===== config.mk =====
export PLATFORM = sky130hd
export DESIGN_NAME = pulse_train_gen_flat
export DESIGN_NICKNAME = d
export VERILOG_FILES = /design/src/rtl/pulse_train_gen_if.sv /design/src/rtl/pulse_train_gen.sv /design/src/flat_wrapper.sv
export SDC_FILE = /design/constraint.sdc
export NUM_CORES = 1
export LEC_CHECK = 0
export BUFFER_PORTS_ARGS = -buffer_cell sky130_fd_sc_hd__buf_4
export CAP_MARGIN = 30
export CORE_ASPECT_RATIO = 1.4
export CORE_MARGIN = 4
export CORE_UTILIZATION = 60
export CTS_BUF_LIST = sky130_fd_sc_hd__clkbuf_16
export CTS_CLUSTER_DIAMETER = 80
export CTS_CLUSTER_SIZE = 16
export DETAILED_ROUTE_END_ITERATION = 10
export PLACE_DENSITY = 0.84
export SLEW_MARGIN = 20
export SYNTH_ARGS = -nofsm -noshare
export SYNTH_HDL_FRONTEND = slang
export SYNTH_SLANG_ARGS = --single-unit

===== constraint.sdc =====
create_clock -name clk -period 6.45 [get_ports clk]
set_input_delay 0.645 -clock clk [delete_from_list [all_inputs] [get_ports clk]]
set_output_delay 0.645 -clock clk [all_outputs]
set_load 0.005 [all_outputs]

===== src/rtl/pulse_train_gen_if.sv =====
// Control and status bundle for the pulse train generator.
// The controller drives the burst request; the generator drives the pulse train and status.
interface pulse_train_gen_if #(
    parameter int CNT_W  = 8,
    parameter int TIME_W = 16
);
    logic              start;
    logic              abort;
    logic [CNT_W-1:0]  num_pulses;
    logic [TIME_W-1:0] high_cycles;
    logic [TIME_W-1:0] low_cycles;
    logic              pulse_out;
    logic              busy;
    logic              done;
    logic [CNT_W-1:0]  pulses_sent;

    modport master (
        output start, abort, num_pulses, high_cycles, low_cycles,
        input  pulse_out, busy, done, pulses_sent
    );

    modport slave (
        input  start, abort, num_pulses, high_cycles, low_cycles,
        output pulse_out, busy, done, pulses_sent
    );
endinterface


===== src/rtl/pulse_train_gen.sv =====
// Burst pulse train generator: emits N pulses of H high / L low cycles on request.
// All outputs are registered copies of the decoded next state.
module pulse_train_gen #(
    parameter int CNT_W  = 8,
    parameter int TIME_W = 16
) (
    input  logic              clk,
    input  logic              reset,
    pulse_train_gen_if.slave  bus
);
    typedef enum logic [1:0] {IDLE, HIGH, LOW, DONE} state_t;

    localparam logic [TIME_W-1:0] ONE_T = TIME_W'(1);

    state_t            state_reg, state_next;
    logic [TIME_W-1:0] cnt_reg, cnt_next;
    logic [TIME_W-1:0] h_reg, h_next;
    logic [TIME_W-1:0] l_reg, l_next;
    logic [CNT_W-1:0]  n_reg, n_next;
    logic [CNT_W-1:0]  sent_reg, sent_next;
    logic [CNT_W-1:0]  sent_inc;
    logic              pulse_out_reg, pulse_out_next;
    logic              busy_reg, busy_next;
    logic              done_reg, done_next;

    assign sent_inc = sent_reg + CNT_W'(1);

    always_ff @(posedge clk) begin
        if (reset) begin
            state_reg     <= IDLE;
            cnt_reg       <= ONE_T;
            h_reg         <= ONE_T;
            l_reg         <= ONE_T;
            n_reg         <= '0;
            sent_reg      <= '0;
            pulse_out_reg <= 1'b0;
            busy_reg      <= 1'b0;
            done_reg      <= 1'b0;
        end else begin
            state_reg     <= state_next;
            cnt_reg       <= cnt_next;
            h_reg         <= h_next;
            l_reg         <= l_next;
            n_reg         <= n_next;
            sent_reg      <= sent_next;
            pulse_out_reg <= pulse_out_next;
            busy_reg      <= busy_next;
            done_reg      <= done_next;
        end
    end

    // Phase counter runs 1..latched duration; zero durations are clamped to 1 at latch time.
    always_comb begin
        state_next = state_reg;
        cnt_next   = cnt_reg;
        h_next     = h_reg;
        l_next     = l_reg;
        n_next     = n_reg;
        sent_next  = sent_reg;
        case (state_reg)
            IDLE: begin
                if (bus.start) begin
                    n_next     = bus.num_pulses;
                    h_next     = (bus.high_cycles == '0) ? ONE_T : bus.high_cycles;
                    l_next     = (bus.low_cycles == '0) ? ONE_T : bus.low_cycles;
                    sent_next  = '0;
                    cnt_next   = ONE_T;
                    state_next = (bus.num_pulses == '0) ? DONE : HIGH;
                end
            end
            HIGH: begin
                if (cnt_reg == h_reg) begin
                    sent_next  = sent_inc;
                    cnt_next   = ONE_T;
                    state_next = (sent_inc == n_reg) ? DONE : LOW;
                end else begin
                    cnt_next = cnt_reg + ONE_T;
                end
            end
            LOW: begin
                if (cnt_reg == l_reg) begin
                    cnt_next   = ONE_T;
                    state_next = HIGH;
                end else begin
                    cnt_next = cnt_reg + ONE_T;
                end
            end
            DONE: begin
                state_next = IDLE;
            end
            default: begin
                state_next = IDLE;
            end
        endcase
        // An abort freezes the completed-pulse count, even on the last high cycle.
        if (bus.abort && (state_reg != IDLE)) begin
            state_next = IDLE;
            sent_next  = sent_reg;
            cnt_next   = ONE_T;
        end
    end

    always_comb begin
        pulse_out_next = (state_next == HIGH);
        busy_next      = (state_next != IDLE);
        done_next      = (state_next == DONE);
    end

    assign bus.pulse_out   = pulse_out_reg;
    assign bus.busy        = busy_reg;
    assign bus.done        = done_reg;
    assign bus.pulses_sent = sent_reg;
endmodule


===== src/flat_wrapper.sv =====
// flat-port wrapper written by rule: the top's interface ports become plain ports
module pulse_train_gen_flat 
#(
    parameter int CNT_W  = 8,
    parameter int TIME_W = 16
)
  (clk, reset, bus_start, bus_abort, bus_num_pulses, bus_high_cycles, bus_low_cycles, bus_pulse_out, bus_busy, bus_done, bus_pulses_sent);
  pulse_train_gen_if #(.CNT_W(CNT_W), .TIME_W(TIME_W)) bus_i ();
  input  logic clk;
  input  logic reset;
  input wire logic [$bits(bus_i.start)-1:0] bus_start;
  input wire logic [$bits(bus_i.abort)-1:0] bus_abort;
  input wire logic [$bits(bus_i.num_pulses)-1:0] bus_num_pulses;
  input wire logic [$bits(bus_i.high_cycles)-1:0] bus_high_cycles;
  input wire logic [$bits(bus_i.low_cycles)-1:0] bus_low_cycles;
  output wire logic [$bits(bus_i.pulse_out)-1:0] bus_pulse_out;
  output wire logic [$bits(bus_i.busy)-1:0] bus_busy;
  output wire logic [$bits(bus_i.done)-1:0] bus_done;
  output wire logic [$bits(bus_i.pulses_sent)-1:0] bus_pulses_sent;
  assign bus_i.start = bus_start;
  assign bus_i.abort = bus_abort;
  assign bus_i.num_pulses = bus_num_pulses;
  assign bus_i.high_cycles = bus_high_cycles;
  assign bus_i.low_cycles = bus_low_cycles;
  assign bus_pulse_out = bus_i.pulse_out;
  assign bus_busy = bus_i.busy;
  assign bus_done = bus_i.done;
  assign bus_pulses_sent = bus_i.pulses_sent;
  pulse_train_gen #(.CNT_W(CNT_W), .TIME_W(TIME_W)) u_core (.clk(clk), .reset(reset), .bus(bus_i));
endmodule

==> summary.txt <==
number of antenna violations at the first check in global routing = 0
max-capacitance violation count = 0
clock tree from TritonCTS = done
number of gates resized after CTS = 0
total standard cell area after synthesis = 3450 um2
switching portion of total power = 26.1%
setup TNS after final layout = 0 ns
Critical Path Source Type = flip-flop
vias in the first global route = 3067
most frequently used flop master after synthesis = dfxtp_1
Post-Synthesis Cells = 434
combined area of the multi-input logic cells = 1910 um2
Post-Synthesis Net Count = 483
total number of vias = 3185
overflow left after global routing = 0
fraction of final layout cells with drive strength greater than 1 = 15.5%
final-report hold violation count = 0
remaining antenna violation count after routing = 0
Worst-path clk slew = 0.06 ns
starting density of the core = 62.0%
internal portion of total power = 811 uW
fraction of synthesis flops using an asynchronous set or reset pin = 0%
vias per cell = 5.83
sequential-to-total area share from yosys stat = 40.0%
part of the total power dissipated in sequential elements = 43.0%
setup repair after global routing missed its margin = false
x dimension of the die = 72.1 um
end point of the critical path = u_core.cnt_reg[10]$_SDFFE_PP0P_
total leakage power = 0.00179 uW
wire length reported by the detailed router = 8450 um
detail-routed net length per standard cell = 15.5 um
final hold slack = 0.468 ns
TritonCTS Buffers = 9
cell taking the most area after synthesis = dfxtp_1
Worst Setup End Kind = flip-flop
final period demand of the worst path = 2.52 ns
Detail Placement HPWL = 6090 um
Max Clock Skew = 0.00374 ns
number of DRC violations after detailed-routing iteration 0 = 124
Slew headroom = 47.2%
Sequential cell area = 1380 um2
number of DRC violations after detailed routing = 0
per-instance average area after synthesis = 7.95 um2
Tightest Hold Check Type = reg -> reg
period utilization = 39.0%
clock latency on the worst-skew pair = 0.33 ns
yosys warns = 0
result of the run = completed
pwr dens = 266 nW/um2
number of setup violations in the final report = 0
VDD IR max = 0.000208 V
switching pwr = 286 uW
classification of the worst setup path = reg -> reg
Max Buffers Root-to-Sink = 2
number of synthesized flops with an enable pin = 0
Gate power share = 13.5%
wire length of the first global-routing pass = 14000 um
final std cell area, no fill = 4130 um2
Critical R2R Capture = u_core.cnt_reg[10]$_SDFFE_PP0P_
# rows = 32
area post-placement = 3830 um2
actual transition at the worst max-transition pin = 0.782 ns
number of nets at the end of the flow = 522
number of register bits inferred by synthesis = 69
port buffer count = 54
number of search-and-repair iterations in the first detailed-routing pass = 5
Core Region = 5570 um2
area overhead of the layout relative to synthesis = 19.6%
setup repair bufs after CTS = 0
Tot Pwr = 1100 uW
crit path max fanout = 8
number of hold buffers added after cts = 0
number of distinct library cells after synthesis = 47
top cell type's share of synthesized area = 40.0%
antenna diode count = 0
number of cells on the worst reg-to-reg path = 7
highest achievable clock rate = 398 MHz
data required time of the worst path = 6.67 ns
leading cell types by total area after synthesis = dfxtp_1 (40%), xor2_1 (10%), nand2_1 (9.9%)
CTS Root Cell = clkbuf_16
final number of max-transition violations = 0
part of the power in the clock network = 43.5%
routability cong. = 0.941
die boundary height = 97.8 um
beginning of the critical path = u_core.cnt_reg[6]$_SDFFE_PP0P_
CTS sink cnt = 69
largest net degree at the start of global routing = 51
number of top-level pins = 55
origin of the critical flop-to-flop path = u_core.cnt_reg[6]$_SDFFE_PP0P_
total die area = 7050 um2
setup slack, reg-to-reg = 3.93 ns
layout filler cell count = 433
signal arrival time at the worst endpoint = 2.74 ns
total routing resource utilization after global routing = 25.1%
Max H-tree Level = 3
[cells by family (layout without fill, tap and decap cells)]
kind of cell	after synthesis	after routing	synth area share [%]
buf+inv	37	81	4.60
fa+ha+maj	5	5	1.81
compound gates	86	86	15.0
xor+xnor	52	52	13.2
flops	69	69	40.0
mux	3	3	0.906
simple gates	182	182	24.4
[worst max-delay path: stages, from the launching register on]
cell     delay, ns
dfxtp_1       0.53
xor2_1        0.12
nor4_1        0.37
nand4_1       0.24
a32o_1        0.38
a21oi_1       0.45
buf_4         0.26
nor2_1        0.06
[layout make-up]
cell class	instances	area share [%]
Clock buffer	9	5.46
Clock inverter	7	1.61
Inverter	8	0.727
Multi-Input combinational cell	328	46.3
Sequential cell	69	33.5
Tap cell	68	2.06
Timing Repair Buffer	57	10.4
[synth_stat cells, drive strengths merged, types with 6 or more instances]
cell type and number:
nand2 91, dfxtp 69, a21oi 52, xor2 41
nor2 27, clkbuf 21, nor4 18, xnor2 11
buf 8, inv 8, nand3 8, nand4 7
nor3 7, a21o 6, and3 6
[routing by layer]
layer  vias up  wire [um]  global-route usage (%)
met1      1475       3230                    27.1
met3        33        419                    5.15
met4         0        429                    14.9
met2       109       4360                    43.9
li1       1568          -                       -
met5         -          0                       0
[stage by stage]
stage / utilization [%] / std cells / setup slack (ns)
finish: 74.2 / 546 / 3.93
global route: 74.2 / 546 / 3.73
CTS: 74.0 / 545 / 3.75
detailed placement: 68.8 / 529 / 3.78
global placement: 68.8 / 529 / 3.75
floorplan: - / 434 / 4.38
[cells in the final DEF (no fill, tap or decap), types with 7 or more instances in the layout]
cell / instances
a21oi_1: 52
buf_4: 57
clkbuf_16: 9
dfxtp_1: 69
inv_1: 9
nand2_1: 91
nand3_1: 8
nand4_1: 7
nor2_1: 27
nor3_1: 7
nor4_1: 17
xnor2_1: 11
xor2_1: 41
[power groups by stage]
stage               Combinational (uW)  Sequential [uW]  Clock [uW]
finish                             148              472         478
detailed placement                 146              481           0
CTS                                147              472         483
global placement                   143              481           0
floorplan                         97.6              473           0
global route                       165              474         503
[worst min-delay path by stage]
stage,start,to,cells past startpoint
after detailed placement,u_core.n_reg[5]$_SDFFE_PP0P_,u_core.n_reg[5]$_SDFFE_PP0P_,2
final,u_core.l_reg[6]$_SDFFE_PP0P_,u_core.l_reg[6]$_SDFFE_PP0P_,2
after CTS,u_core.l_reg[6]$_SDFFE_PP0P_,u_core.l_reg[6]$_SDFFE_PP0P_,2
after global routing,u_core.l_reg[6]$_SDFFE_PP0P_,u_core.l_reg[6]$_SDFFE_PP0P_,2
after global placement,u_core.n_reg[1]$_SDFFE_PP0P_,u_core.n_reg[1]$_SDFFE_PP0P_,2
after floorplan,u_core.h_reg[10]$_SDFFE_PP0P_,u_core.h_reg[10]$_SDFFE_PP0P_,2
Note: power is estimated with default switching activity, not from simulation.
